<file path="src/rtl/timer_wb_pkg.sv">
// Shared register map, field positions and helpers for the Wishbone timer.
package timer_wb_pkg;

  localparam logic [1:0] REG_CTRL  = 2'd0;
  localparam logic [1:0] REG_LOAD  = 2'd1;
  localparam logic [1:0] REG_COUNT = 2'd2;
  localparam logic [1:0] REG_STAT  = 2'd3;

  localparam int unsigned CTRL_EN = 32'd0;
  localparam int unsigned CTRL_AR = 32'd1;
  localparam int unsigned CTRL_IE = 32'd2;

  localparam int unsigned STAT_IRQ       = 32'd0;
  localparam int unsigned STAT_PRESC_LSB = 32'd16;

  typedef enum logic {
    ST_IDLE = 1'b0,
    ST_ACK  = 1'b1
  } bus_state_e;

  function automatic logic [31:0] byte_merge(input logic [31:0] old_v,
                                             input logic [31:0] new_v,
                                             input logic [3:0]  sel);
    logic [31:0] res;
    res[7:0]   = sel[0] ? new_v[7:0]   : old_v[7:0];
    res[15:8]  = sel[1] ? new_v[15:8]  : old_v[15:8];
    res[23:16] = sel[2] ? new_v[23:16] : old_v[23:16];
    res[31:24] = sel[3] ? new_v[31:24] : old_v[31:24];
    return res;
  endfunction

endpackage

</file>
<file path="src/rtl/timer_wb_prescaler.sv">
// Prescaler: divides the clock by (presc+1) while enabled, emitting a one-cycle tick
// whenever its counter sits at zero.
module timer_prescaler #(
  parameter int PRESC_W = 16
) (
  input  logic               clk_i,
  input  logic               rst_i,
  input  logic               en,
  input  logic [PRESC_W-1:0] presc,
  output logic               tick
);

  logic [PRESC_W-1:0] pcnt_r;

  // Count down while enabled, reload at zero; park at the reload value when disabled.
  always_ff @(posedge clk_i or negedge rst_i) begin
    if (!rst_i) begin
      pcnt_r <= {PRESC_W{1'b0}};
    end else if (!en) begin
      pcnt_r <= presc;
    end else if (pcnt_r == {PRESC_W{1'b0}}) begin
      pcnt_r <= presc;
    end else begin
      pcnt_r <= pcnt_r - {{(PRESC_W-1){1'b0}}, 1'b1};
    end
  end

  assign tick = en & (pcnt_r == {PRESC_W{1'b0}});

endmodule

</file>
<file path="src/rtl/timer_wb.sv">
// Wishbone classic responder exposing a 32-bit down-counting timer with prescaler,
// auto-reload and level interrupt in a 16-byte register window.
module timer_wb
  import timer_wb_pkg::*;
#(
  parameter logic [31:0] base_addr = 32'h00000410,
  parameter int          PRESC_W   = 16
) (
  input  logic        clk_i,
  input  logic        rst_i,
  input  logic [31:0] dat_i,
  output logic [31:0] dat_o,
  input  logic [31:0] adr_i,
  input  logic        we_i,
  input  logic [3:0]  sel_i,
  input  logic        cyc_i,
  input  logic        stb_i,
  output logic        ack_o,
  output logic        irq_o
);

  bus_state_e         state_r;
  logic [31:0]        dat_r;
  logic               en_r;
  logic               ar_r;
  logic               ie_r;
  logic               irq_r;
  logic [31:0]        load_r;
  logic [31:0]        count_r;
  logic [PRESC_W-1:0] presc_r;

  logic        addr_hit_s;
  logic        req_s;
  logic        wr_s;
  logic [1:0]  reg_sel_s;
  logic        wr_ctrl_s;
  logic        wr_load_s;
  logic        wr_count_s;
  logic        wr_stat_s;
  logic [2:0]  ctrl_new_s;
  logic [31:0] ctrl_rd_s;
  logic [31:0] stat_rd_s;
  logic [31:0] load_wr_s;
  logic [31:0] count_wr_s;
  logic [31:0] stat_wr_s;
  logic [31:0] rd_data_s;
  logic        tick_s;
  logic        tick_eff_s;
  logic        en_clear_wr_s;
  logic        expire_s;
  logic        unused_s;

  assign addr_hit_s = (adr_i[31:4] == base_addr[31:4]);
  assign req_s      = cyc_i & stb_i & addr_hit_s & (state_r == ST_IDLE);
  assign wr_s       = req_s & we_i;
  assign reg_sel_s  = adr_i[3:2];
  assign wr_ctrl_s  = wr_s & (reg_sel_s == REG_CTRL);
  assign wr_load_s  = wr_s & (reg_sel_s == REG_LOAD);
  assign wr_count_s = wr_s & (reg_sel_s == REG_COUNT);
  assign wr_stat_s  = wr_s & (reg_sel_s == REG_STAT);

  assign ctrl_rd_s  = {29'd0, ie_r, ar_r, en_r};
  assign stat_rd_s  = {16'(presc_r), 15'd0, irq_r};
  assign ctrl_new_s = sel_i[0] ? dat_i[2:0] : ctrl_rd_s[2:0];
  assign load_wr_s  = byte_merge(load_r, dat_i, sel_i);
  assign count_wr_s = byte_merge(count_r, dat_i, sel_i);
  assign stat_wr_s  = byte_merge(stat_rd_s, dat_i, sel_i);
  assign unused_s   = ^{adr_i[1:0], stat_wr_s[15:0]};

  // A bus write that drops EN swallows the tick of the same edge; a bus write to
  // COUNT/LOAD overrides the tick, so that edge is not an expiry either.
  assign en_clear_wr_s = wr_ctrl_s & ~ctrl_new_s[CTRL_EN];
  assign tick_eff_s    = tick_s & ~en_clear_wr_s;
  assign expire_s      = tick_eff_s & (count_r == 32'd1) & ~wr_load_s & ~wr_count_s;

  timer_prescaler #(.PRESC_W(PRESC_W)) u_prescaler (
    .clk_i (clk_i),
    .rst_i (rst_i),
    .en    (en_r),
    .presc (presc_r),
    .tick  (tick_s)
  );

  // Read mux over the addressed register (pre-write values).
  always_comb begin
    rd_data_s = 32'd0;
    case (reg_sel_s)
      REG_CTRL:  rd_data_s = ctrl_rd_s;
      REG_LOAD:  rd_data_s = load_r;
      REG_COUNT: rd_data_s = count_r;
      REG_STAT:  rd_data_s = stat_rd_s;
      default:   rd_data_s = 32'd0;
    endcase
  end

  // Bus handshake: one wait state, single-cycle ack, read data only while acking.
  always_ff @(posedge clk_i or negedge rst_i) begin
    if (!rst_i) begin
      state_r <= ST_IDLE;
      dat_r   <= 32'd0;
    end else if (req_s) begin
      state_r <= ST_ACK;
      dat_r   <= rd_data_s;
    end else begin
      state_r <= ST_IDLE;
      dat_r   <= 32'd0;
    end
  end

  // Control bits; a one-shot expiry drops EN unless the bus rewrites CTRL.
  always_ff @(posedge clk_i or negedge rst_i) begin
    if (!rst_i) begin
      en_r <= 1'b0;
      ar_r <= 1'b0;
      ie_r <= 1'b0;
    end else if (wr_ctrl_s) begin
      en_r <= ctrl_new_s[CTRL_EN];
      ar_r <= ctrl_new_s[CTRL_AR];
      ie_r <= ctrl_new_s[CTRL_IE];
    end else if (expire_s && !ar_r) begin
      en_r <= 1'b0;
    end
  end

  // LOAD/COUNT: bus writes win over the tick; a zero count reloads only under AR.
  always_ff @(posedge clk_i or negedge rst_i) begin
    if (!rst_i) begin
      load_r  <= 32'd0;
      count_r <= 32'd0;
    end else if (wr_load_s) begin
      load_r  <= load_wr_s;
      count_r <= load_wr_s;
    end else if (wr_count_s) begin
      count_r <= count_wr_s;
    end else if (tick_eff_s) begin
      if (count_r != 32'd0) begin
        count_r <= count_r - 32'd1;
      end else if (ar_r) begin
        count_r <= load_r;
      end
    end
  end

  // Status: hardware set beats write-one-to-clear; prescaler reload lives in STAT[31:16].
  always_ff @(posedge clk_i or negedge rst_i) begin
    if (!rst_i) begin
      irq_r   <= 1'b0;
      presc_r <= {PRESC_W{1'b0}};
    end else begin
      if (expire_s) begin
        irq_r <= 1'b1;
      end else if (wr_stat_s && sel_i[0] && dat_i[STAT_IRQ]) begin
        irq_r <= 1'b0;
      end
      if (wr_stat_s) begin
        presc_r <= stat_wr_s[STAT_PRESC_LSB +: PRESC_W];
      end
    end
  end

  assign ack_o = (state_r == ST_ACK);
  assign dat_o = dat_r;
  assign irq_o = irq_r & ie_r;

endmodule

</file>
<file path="config.mk">
export PLATFORM = sky130hd
export DESIGN_NAME = timer_wb
export DESIGN_NICKNAME = d
export VERILOG_FILES = /design/src/rtl/timer_wb_pkg.sv /design/src/rtl/timer_wb_prescaler.sv /design/src/rtl/timer_wb.sv
export SDC_FILE = /design/constraint.sdc
export NUM_CORES = 1
export LEC_CHECK = 0
export ABC_CLOCK_PERIOD_IN_PS = 2900
export CELL_PAD_IN_SITES_DETAIL_PLACEMENT = 2
export CELL_PAD_IN_SITES_GLOBAL_PLACEMENT = 2
export CORE_MARGIN = 1.5
export CORE_UTILIZATION = 35
export DETAILED_ROUTE_END_ITERATION = 7
export HOLD_SLACK_MARGIN = 0.12
export PLACE_DENSITY = 0.89
export REMOVE_ABC_BUFFERS = 1
export SETUP_SLACK_MARGIN = 0.5
export SLEW_MARGIN = 20
export SYNTH_ARGS = -nofsm -noshare
export SYNTH_HDL_FRONTEND = slang
export SYNTH_HIERARCHICAL = 1
export SYNTH_SLANG_ARGS = --single-unit
</file>
<file path="constraint.sdc">
create_clock -name clk_i -period 2.9 [get_ports clk_i]
set_input_delay 0.725 -clock clk_i [delete_from_list [all_inputs] [get_ports clk_i]]
set_output_delay 0.725 -clock clk_i [all_outputs]
set_load 0.01 [all_outputs]
</file>
### After elaboration in Yosys (flattened, before gate mapping)

Index checks and enable logic that the tools add are counted.

* bits in registers: 133
* bits of input ports: 73
* word-level logic and storage cells: 86

* add/subtract/negate cells: 2
* equal/unequal tests: 9
* mux-type cells: 23
* bitwise gates (word level): 20
* reduce and logical (&&, ||, !) cells: 18

Operators with widths (number)
* $mux 32: 6
* $pmux 32 s4: 1
* $mux 8: 8
* $eq 32x1->1 const B: 1
* $mux 16: 2
* $reduce_bool 32->1: 1
* $sub 32x1->32 const B: 1
* $eq 28x7->1 const B: 1
* $logic_not 16->1: 1
* $sub 16x1->16 const B: 1
* $and 1x1->1: 15
* $ne 3x3->1 const B: 4
* $reduce_and 3->1: 4
* $mux 1: 6
* $reduce_and 2->1: 3
* $not 1->1: 5
* $eq 2x2->1 const B: 2
* $reduce_bool 2->1: 2
* $reduce_bool 4->1: 1
* $logic_and 1x1->1: 3
* $reduce_bool 3->1: 1
* $eq 2x1->1 const B: 1
* $logic_not 2->1: 1
* $logic_not 1->1: 1

### Longest topological paths before layout

* depth after elaboration: 14
* gate-level depth with buffers: 12
* depth with buffers taken out: 10

### Modules after synthesis

The synthesis kept the hierarchy.

By module, submodules not included
* timer_wb: instances 1, cells each 668, area each 6628.9 µm², sequential area each 2927.8 µm²
* timer_prescaler: instances 1, cells each 96, area each 917.1 µm², sequential area each 400.4 µm²

### Worst setup path before layout

OpenSTA, ideal clock, no wires.

* path type: in2reg
* from: input port adr_i[27]
* to: register presc_r[10]
* library setup time: 0.125 ns
* data arrival time: 2.644 ns
* data required time: 2.775 ns
* setup slack: 0.131 ns
* stages on the path: 10
* buffers on the path: 2
* path through: nor4b_1 > nand4_1 > or2_2 > buf_2 > inv_1 > nand2_1 > clkbuf_1 > nor2_1 > nand2_1 > mux2_2

* longest elaborated chain between the ends: 6

Ends and longest elaborated chain
* start, declared: line timer_wb.sv:13 `input logic [31:0] adr_i,`
* $eq 28x7->1: line timer_wb.sv:53 `assign addr_hit_s = (adr_i[31:4] == base_addr[31:4]);`
* $and 1x1->1 (2 in a row): line timer_wb.sv:54 `assign req_s = cyc_i & stb_i & addr_hit_s & (state_r == ST_IDLE);`
* net req_s: line timer_wb.sv:33 `logic req_s;`
* $and 1x1->1: line timer_wb.sv:55 `assign wr_s = req_s & we_i;`
* $and 1x1->1: line timer_wb.sv:60 `assign wr_stat_s = wr_s & (reg_sel_s == REG_STAT);`
* $reduce_and 2->1 (no line)
* end signal, assigned: line timer_wb.sv:148 `presc_r <= {PRESC_W{1'b0}};`
* end signal, assigned: line timer_wb.sv:156 `presc_r <= stat_wr_s[STAT_PRESC_LSB +: PRESC_W];`
* end, declared: line timer_wb.sv:30 `logic [PRESC_W-1:0] presc_r;`

The timed path passes the listed nets, and every way through them passes these cells.
A chain may end at the register's enable or synchronous reset.

### Final worst setup path

* from: register count_r[18]
* to: register count_r[1]

* longest elaborated chain between the ends: 5
* elaborated cells between the ends (all ways): 7
* classes of those cells: mux (4); reduce/logical (3)

Ends and longest elaborated chain
* start, declared: line timer_wb.sv:29 `logic [31:0] count_r;`
* start signal, assigned: line timer_wb.sv:132 `count_r <= load_wr_s;`
* start signal, assigned: line timer_wb.sv:134 `count_r <= count_wr_s;`
* start signal, assigned: line timer_wb.sv:137 `count_r <= count_r - 32'd1;`
* $reduce_bool 32->1 *: line timer_wb.sv:136 `if (count_r != 32'd0) begin`
* $mux 32: line timer_wb.sv:136
* $mux 32: line timer_wb.sv:135 `end else if (tick_eff_s) begin`
* $mux 32: line timer_wb.sv:133 `end else if (wr_count_s) begin`
* $mux 32: line timer_wb.sv:130 `end else if (wr_load_s) begin`

Mark *: on every way between the ends. The rest lies on a longest branch, timed or not. The select of a mux whose other input is x is not followed.

==> qor.txt <==
status - finished, violations left
failing checks - setup timing
endpoint class of the critical path - flip-flop
Worst-path clk slew - 0.07 ns
Yosys reg bits - 133
initial antenna violation count - 0
I/O Pins - 107
worst hold path class - input pin to async pin
Crit path max-delay family - simple AND/OR/NAND/NOR gates
critical path type - flip-flop to flip-flop
Final Power - 4.63 mW
syn_area_per_cell - 9.88 sq um
RSZ-0062 raised after global routing - yes
fin crit period - 2.92 ns
H-Tree Depth - 4
YS warnings - 6
placed cell area - 9470 sq um
largest net degree at the start of global routing - 56
vias - 8034
PwrDens - 413 nW/um^2
placer's final routability congestion estimate - 0.854
Port Buffer Count - 104
Post-synth EDFFs - 0
row count - 53
worst-case clock buffer depth - 2
Cells after Synth - 764
Final Max Tran Viols - 0
Die Wd - 150 um
Synth async-reset ratio - 100%
detailed-placement wirelength estimate - 22300 um
layout cell share with drive strength beyond 1 - 37.7%
Leak - 5.17 nW
Fillers - 2087
Worst path slowest cell - or4_4
critical path's largest stage delay - 0.58 ns
clock skew - 0.0163 ns
crit-path cells - or4_4, nor4_4, buf_4, and4_4, buf_4, buf_6, o2111ai_4, o211ai_1, buf_4, nand2_1, o21ai_2
main flop type after synthesis - dfrtp_1
initial detailed-routing violation count - 608
vias in the first global route - 8906
number of nets with antenna violations after routing - 0
CP Buf/Inv Count - 4
DR pass1 iterations - 5
Hold Buf Count CTS - 0
area delta synth->final - 48.4%
CP startpoint kind - flip-flop
DRT Wirelength - 42500 um
GRT Total Usage - 35.7%
Initial Utilization - 35.8%
detailed-route wire length per cell - 33.5 um
DRC viols - 0
commonest non-fill, non-tap cells in the layout - dfrtp_1, buf_4, clkdlybuf4s50_1
die height - 150 um
CP most frequent cell - buf_4
Worst Path Max Fanout - 6
Least-Margin Pin Slew - 0.657 ns
FMAX - 343 MHz
crit share post-route - 101%
most common cell after layout, fill and taps aside - dfrtp_1
clock root cell - clkbuf_16
total gr overflow - 0
leading area contributor after synthesis - dfrtp_1
PnR worst setup slack - -0.0189 ns
core area - 21100 sq um
Synth top area share - 44.1%
synth top area cells - dfrtp_1, mux2_2, mux2i_1
Clock Latency Late Sink - 0.46 ns
clock sink count - 133
Worst Path Required - 3.26 ns
slew margin rel. - 55.8%
Seq/Total Area, Yosys - 44.1%
Final Instance Area - 11200 sq um
Die ar. - 22500 sq um
first-pass GRT wire length - 58300 um
area of the multi-input gates - 4550 sq um
MaxCap Viol Count - 0
synthesized area - 7550 sq um
critical path arrival - 3.28 ns
# diodes - 0
CTS tree - done
Vias/cell - 6.33
TritonCTS Buffers - 17
Final #Nets - 1059
final hold vios - 0
Peak supply drop - 396 uV
Netlist cell types - 70
setup violators final - 3
Register Area - 3330 sq um
==> sequential cells by signal (all words and copies together) (netlist names) <==
register / cells
count_r: 32
presc_r: 16
irq_r: 1
u_prescaler/pcnt_r: 16
ack_o: 1
en_r: 1
dat_o: 32
load_r: 32
ie_r: 1
ar_r: 1
==> cells by family (layout without fill, tap and decap cells) <==
kind of cell / after synthesis / after routing / synth area share [%]
and+or+nand+nor: 247 / 247 / 16.1
muxes: 102 / 102 / 14.9
AOI/OAI and AO/OA: 177 / 177 / 16.2
adders and majority gates: 5 / 5 / 0.829
buffers and inverters: 64 / 294 / 3.75
xor gates and xnor gates: 36 / 36 / 4.18
DFF: 133 / 133 / 44.1
==> final cells by class <==
type | count | area share [%]
multi-input combinational | 567 | 40.7
sequential | 133 | 29.8
timing repair buffer | 247 | 20.4
clock buffer | 19 | 3.86
tap | 275 | 3.07
clock inverter | 13 | 1.73
inverter | 15 | 0.547
==> per-layer routing <==
metal	up-vias	wire length [um]	GRT usage, %
met5	-	0	0
met4	0	3290	23.8
met3	243	2220	6.43
met2	421	21500	63.4
met1	4134	15500	38.7
li1	3236	-	-
==> worst reg2reg max path: stages, from the launching register on <==
cell and delay [ns]:
dfrtp_1 0.39, or4_4 0.58, nor4_4 0.14, buf_4 0.20, and4_4 0.26, buf_4 0.12, buf_6 0.11, o2111ai_4 0.20
o211ai_1 0.30, buf_4 0.27, nand2_1 0.13, o21ai_2 0.13
==> what timing repair did <==
action / CTS / global route
cloned: 2 / 2
endpoints found under the setup margin: 91 / 84
pin swaps: 31 / 14
resized for setup: 168 / 119
setup buffers: 23 / 25
==> cell usage after synthesis (all sizes together), types with 7 or more instances <==
| cell type | n |
|---|---|
| inv | 15 |
| nand4 | 7 |
| nor3 | 20 |
| clkbuf | 29 |
| nor4 | 13 |
| xnor2 | 20 |
| mux2 | 72 |
| nand2 | 78 |
| xor2 | 16 |
| o21ai | 54 |
| mux2i | 29 |
| o31ai | 7 |
| a21oi | 20 |
| or4 | 7 |
| nand3 | 17 |
| buf | 20 |
| o22ai | 11 |
| dfrtp | 133 |
| a22oi | 38 |
| nor2 | 70 |
==> per-stage QoR <==
step / TNS [ns] / instances / hold WS, ns / utilization [%] / setup slack [ns]
detailed placement: -42.12 / 1185 / 0.508 / 44.9 / -0.652
CTS: 0 / 1242 / 0.266 / 51.1 / 0.165
global route: -0.244 / 1269 / 0.245 / 53.1 / -0.0592
global placement: -25.05 / 1185 / 0.481 / 44.9 / -0.381
finish: -0.0539 / 1269 / 0.218 / 53.1 / -0.0189
floorplan: -19.18 / 715 / 0.429 / - / -0.822
==> report_power, final <==
part | internal [mW] | switching [mW] | leakage, nW
combinational | 0.126 | 0.212 | 3.04
clock | 1.45 | 0.982 | 0.303
sequential | 1.85 | 0.0000000134 | 1.83
total | 3.44 | 1.19 | 5.17
==> final timing paths <==
kind,start,depth (start not counted),slack (ns),to
max in group asynchronous,rst_i,2,1.92,u_prescaler/pcnt_r[4]
min in group clk_i,presc_r[3],1,0.53,u_prescaler/pcnt_r[3]
worst max register to register,count_r[18],11,-0.02,count_r[1]
worst max-delay path,count_r[18],11,-0.02,count_r[1]
worst min register to register,presc_r[3],1,0.53,u_prescaler/pcnt_r[3]
worst min-delay path,rst_i,1,0.22,presc_r[4]
Power figures use the tool's default switching activity.
==> RTL edit 1 (config.mk and constraints unchanged) <==
Change the package constant `STAT_PRESC_LSB` from 32'd16 to 32'd8.
--- a/src/rtl/timer_wb_pkg.sv
+++ b/src/rtl/timer_wb_pkg.sv
@@ -13,3 +13,3 @@
   localparam int unsigned STAT_IRQ       = 32'd0;
-  localparam int unsigned STAT_PRESC_LSB = 32'd16;
+  localparam int unsigned STAT_PRESC_LSB = 32'd8;
 
Check against the original RTL: not equivalent (a bounded check fails within 4 cycles, from zero or initial values and one cycle with rst_i low).
==> RTL edit 1 against the unedited design <==
  * The run still ends with negative setup slack left
  * Worst hold slack improved by 0.030 ns
  * Worst setup slack got worse by 0.29 ns
  * Sequential power about the same
  * Routed wire length up 15%
  * Cell area increased by 3.8%
  * Power up 1.7%
  * Area after synthesis shrank 1.3%
  * First-iteration DRC count grew 6.6%
  * Die area fell by 1.3%
  * Critical endpoint is now count_r[17]$_DFFE_PN0P_
  * Non-clock buffer count up 18
  * Sequential share of layout area shrank 1.1 points
  * Sequential cell count did not move
  * Utilization increased by 2.4 points
==> RTL edit 1: results <==
group,metric,value,unit
status,status,"finished with violations",
status,violations,"negative setup slack",
worst_setup_path,crit_type,"reg -> reg",
synthesis,synth.area.top_cells,"dfrtp_1 45%, mux2_2 4.7%, nand2_1 4.6%",
cells_and_area,drive_gt1_share,36.4,%
sta,worst_slew_pin_slew,0.762,ns
sta,setup-tns-final,-0.360,ns
global_route,grt_max_degree,60,
cells_and_area,stdcell_count,1311,
drt,drt_iter0_markers,648,
synthesis,synth-main-ff-cell,"dfrtp_1",
place,io_buffers,104,
drt,ant_nets,0,
clock_network,clk_path_buf_depth,2,
synthesis,synthArstFlopShare,100,%
clock_network,htree_levels,4,
synthesis,synth_xor_area_share,3.18,%
synthesis,yosysUniqueCellTypes,70,
global_route,grt_usage,38.6,%
synthesis,ys_seq_area_share,44.7,%
synthesis,synth_compound_area_share,19.1,%
synthesis,syn_area_per_cell,9.49,um^2
place,pre_cts_slack,-0.577,ns
drt,post_drt_wl_per_cell,37.2,um
cells_and_area,diodes,0,
place,placed_cells,1219,
global_route,grt_pass1_vias,9346,
clock_network,cts-buffers-inserted,17,
synthesis,yosys.area_share.adder,0.840,%
clock_network,clock-root-buffer,"clkbuf_16",
worst_setup_path,critPathArrivalTime,3.58,ns
global_route,grt_pass1_wl,62.2,mm
hold_path,hp-class,"in -> async",
synthesis,synthMuxAreaShare,9.16,%
global_route,antenna_found_initial,0,
worst_setup_path,reg2reg_depth,9,
worst_setup_path,reg2reg_from,"count_r[7]$_DFFE_PN0P_",
synthesis,ys.warnings.count,6,
worst_setup_path,critPathMaxFanout,9,
sta,fin_ws,-0.304,ns
synthesis,synth_common_cells,"133 x dfrtp_1, 91 x nand2_1, 87 x nor2_1, 47 x a21oi_1, 47 x o21ai_0",
sta,setup_violations,3,
place,gp_congestion,0.858,
worst_setup_path,endpoint,"count_r[17]$_DFFE_PN0P_",
pwr,irDropWorstVdd,0.389,mV
clock_network,clkTransAtPathRegs,0.07,ns
clock_network,clk_latency,0.48,ns
place,dp_hpwl,23.3,mm
drt,vias,8791,
drt,dr.pass1.iters,7,
cells_and_area,n_fill_cell,2075,
sta,skew,0.0304,ns
cells_and_area,fin_nets,1101,
pwr,p_leak,5.19,nW
RTL edit 1: repair_timing:
item,CTS,global route
cloned,3,5
resized for setup,146,141
pin swaps,35,30
buffers inserted,27,25
endpoints found under the setup margin,88,85
RTL edit 1: per-stage QoR:
stage / total power (W) / utilization [%] / instance area, um^2 / hold slack [ns]
2_1_floorplan: 0.00196 / - / 7250 / 0.429
3_3_place_gp: 0.00219 / 45.2 / 9470 / 0.501
3_5_place_dp: 0.00220 / 45.2 / 9470 / 0.521
4_1_cts: 0.00459 / 51.8 / 10900 / 0.270
5_1_grt: 0.00478 / 55.5 / 11600 / 0.294
6_report: 0.00471 / 55.5 / 11600 / 0.248
RTL edit 1: how the worst min path moves through the flow:
stage                                  end                    from
floorplan                  ack_o$_DFF_PN0_                   rst_i
global placement       dat_o[20]$_DFF_PN0_  load_r[20]$_DFFE_PN0P_
detailed placement     dat_o[20]$_DFF_PN0_  load_r[20]$_DFFE_PN0P_
CTS                    dat_o[11]$_DFF_PN0_                   rst_i
global route           dat_o[11]$_DFF_PN0_                   rst_i
finish              load_r[11]$_DFFE_PN0P_                   rst_i
RTL edit 1: layout make-up:
| cell class | instances | area share, % |
|---|---|---|
| multi-input combinational | 593 | 40.4 |
| sequential | 133 | 28.7 |
| timing repair buffer | 265 | 22.2 |
| clock buffer | 19 | 3.81 |
| tap | 275 | 2.96 |
| clock inverter | 13 | 1.55 |
| inverter | 13 | 0.420 |
RTL edit 1: cells by family after synthesis:
group / Yosys count
AOI/OAI and AO/OA: 214
muxes: 63
buffers and inverters: 59
DFF: 133
adders and majority gates: 5
xor gates and xnor gates: 27
and+or+nand+nor: 284
RTL edit 1: worst max-delay path: stages, from the launching register on:
cell and delay [ns]:
dfrtp_2 0.46, buf_4 0.16, nor4_4 0.40, nand4_4 0.33, buf_4 0.26, nor3_1 0.33, xnor2_1 0.11, a211oi_1 0.67
a21oi_1 0.19, a21oi_1 0.21
RTL edit 1: power breakdown:
| group | total [W] | switching [W] | internal [W] |
|---|---|---|---|
| clock | 0.00248 | 0.00102 | 0.00146 |
| combinational | 0.000369 | 0.000228 | 0.000141 |
| sequential | 0.00185 | 0.0000000000980 | 0.00185 |
RTL edit 1: per-layer routing:
| layer | track usage, % | share of wire [%] | vias up |
|---|---|---|---|
| met3 | 6.73 | 6.5 | 291 |
| met5 | 0 | 0 | - |
| met1 | 43.6 | 36 | 4504 |
| li1 | - | - | 3383 |
| met2 | 67.3 | 49 | 613 |
| met4 | 25.1 | 8.6 | 0 |
==> RTL edit 2 (same flow settings) <==
Without the edit above. Put a register stage on the output `irq_o`, cleared by the reset. The value now appears one clock later. The other outputs are not delayed to match.
--- a/src/rtl/timer_wb.sv
+++ b/src/rtl/timer_wb.sv
@@ -162,3 +162,9 @@
   assign dat_o = dat_r;
-  assign irq_o = irq_r & ie_r;
+  always_ff @(posedge clk_i or negedge rst_i) begin
+    if (!rst_i) begin
+      irq_o <= '0;
+    end else begin
+      irq_o <= irq_r & ie_r;
+    end
+  end
 
Behaviour: not the same (a bounded check fails within 10 cycles, from zero or initial values and one cycle with rst_i low).
==> RTL edit 2 against the unedited design <==
  * Sequential cell count is 1 higher
  * First-iteration DRC count rose by 2.3%
  * Clock power shrank 4%
  * Clock skew is 0.0029 ns lower
  * Area after synthesis rose by 0.33%
  * Worst setup slack gained 0.044 ns
  * Via count increased by 1.1%
  * Maximum frequency is 1.5% higher
  * Worst hold slack worse by 0.023 ns
  * Cell area barely moved
  * Power decreased by 1.6%
  * Routed wire length rose by 0.80%
  * Critical path type unchanged
==> RTL edit 2: results <==
group,metric,value,unit
cells_and_area,n_fill_cell,2063,
sta,worst_slew_pin_slew,0.676,ns
drt,post_drt_wl_per_cell,33.9,um
drt,drt_wl_total,42.8,mm
place,pre_cts_slack,-0.548,ns
worst_setup_path,critPathArrivalTime,3.19,ns
place,dp_hpwl,22.0,mm
worst_setup_path,reg2reg_slack,0.03,ns
place,gp_congestion,0.861,
worst_setup_path,reg2reg_from,"count_r[16]$_DFFE_PN0P_",
sta,skew,0.0133,ns
sta,post-route-period-util,99.1,%
drt,dr.pass1.iters,5,
cells_and_area,fin_nets,1054,
synthesis,synth_common_cells,"134 x dfrtp_1, 77 x nand2_1, 72 x mux2_2, 70 x nor2_1, 52 x o21ai_0",
synthesis,synth_cells,765,
global_route,met1_usage,38.3,%
synthesis,ys_seq_area_share,44.3,%
pwr,irDropWorstVdd,0.361,mV
global_route,grt_pass1_wl,57.2,mm
pwr,p_leak,5.13,nW
drt,drt_iter0_markers,622,
pwr,p_switching,0.00116,W
worst_setup_path,reg2reg_to,"count_r[26]$_DFFE_PN0P_",
global_route,use_met3,6.40,%
cells_and_area,drive_gt1_share,37.3,%
clock_network,htree_levels,4,
worst_setup_path,critPathMaxFanout,3,
global_route,grt_usage,35.2,%
global_route,use_met2,62.4,%
status,status,"complete, no violations",
place,placed_cells,1188,
==> RTL edit 2: changes by cell type after synthesis, sizes merged <==
cell / unedited run / this run
dfrtp: 133 / 134
==> RTL edit 2: worst max-delay path by stage <==
stage                                  from                      end  depth (start not counted)
floorplan                         adr_i[27]  count_r[18]$_DFFE_PN0P_                          7
global placement                  adr_i[11]  count_r[17]$_DFFE_PN0P_                         10
detailed placement                 adr_i[4]  count_r[15]$_DFFE_PN0P_                         10
CTS                 count_r[18]$_DFFE_PN0P_  count_r[27]$_DFFE_PN0P_                         10
global route        count_r[16]$_DFFE_PN0P_  count_r[26]$_DFFE_PN0P_                         10
finish              count_r[16]$_DFFE_PN0P_  count_r[26]$_DFFE_PN0P_                         10
==> RTL edit 2: critical path: cells and delay by family (launching register included) <==
kind / cells / cell delay, ns
compound gates: 2 / 0.30
flops: 1 / 0.40
simple gates: 3 / 1.09
buf+inv: 3 / 0.41
mux: 1 / 0.28
xor+xnor: 1 / 0.26
==> RTL edit 2: final cells by class <==
cell class,count,share of cell area [%]
Multi-Input combinational cell,567,41.3
Sequential cell,134,30.0
Timing Repair Buffer,241,19.8
Clock buffer,23,4.18
Tap cell,275,3.07
Clock inverter,8,1.11
Inverter,15,0.525
==> RTL edit 2: routing by layer <==
layer / vias to the layer above / share of wire [%]
met4: 0 / 7.7
li1: 3225 / -
met1: 4214 / 37
met2: 461 / 50
met3: 223 / 5.5
met5: - / 0
==> RTL edit 2: metrics by stage <==
stage                     util, %  cell area (um^2)  hold slack, ns
after floorplan                 -              7340           0.429
after global placement       45.1              9510           0.478
after detailed placement     45.1              9510           0.491
after CTS                    51.1             10800           0.205
after global routing         53.1             11200           0.210
final                        53.1             11200           0.195
==> RTL edit 2: repair_timing <==
action,4_1_cts,5_1_grt
buffers inserted,23,18
resized for setup,184,100
gates cloned,2,1
pin swaps,43,50
setup endpoints to repair,91,86
hold buffers,0,0
==> RTL edit 2: power groups by stage <==
| stage | Sequential, W | Clock (W) | Combinational (W) |
|---|---|---|---|
| final | 0.00187 | 0.00234 | 0.000343 |
| after global placement | 0.00190 | 0 | 0.000293 |
| after floorplan | 0.00190 | 0 | 0.0000650 |
| after detailed placement | 0.00190 | 0 | 0.000310 |
| after global routing | 0.00187 | 0.00241 | 0.000356 |
| after CTS | 0.00187 | 0.00230 | 0.000316 |
==> RTL edit 2: cells by family after synthesis <==
family,Yosys count,synth area share [%]
compound gates,177,16.1
mux,102,14.8
flops,134,44.3
fa+ha+maj,5,0.826
simple gates,247,16.0
buf+inv,64,3.73
xor+xnor,36,4.16
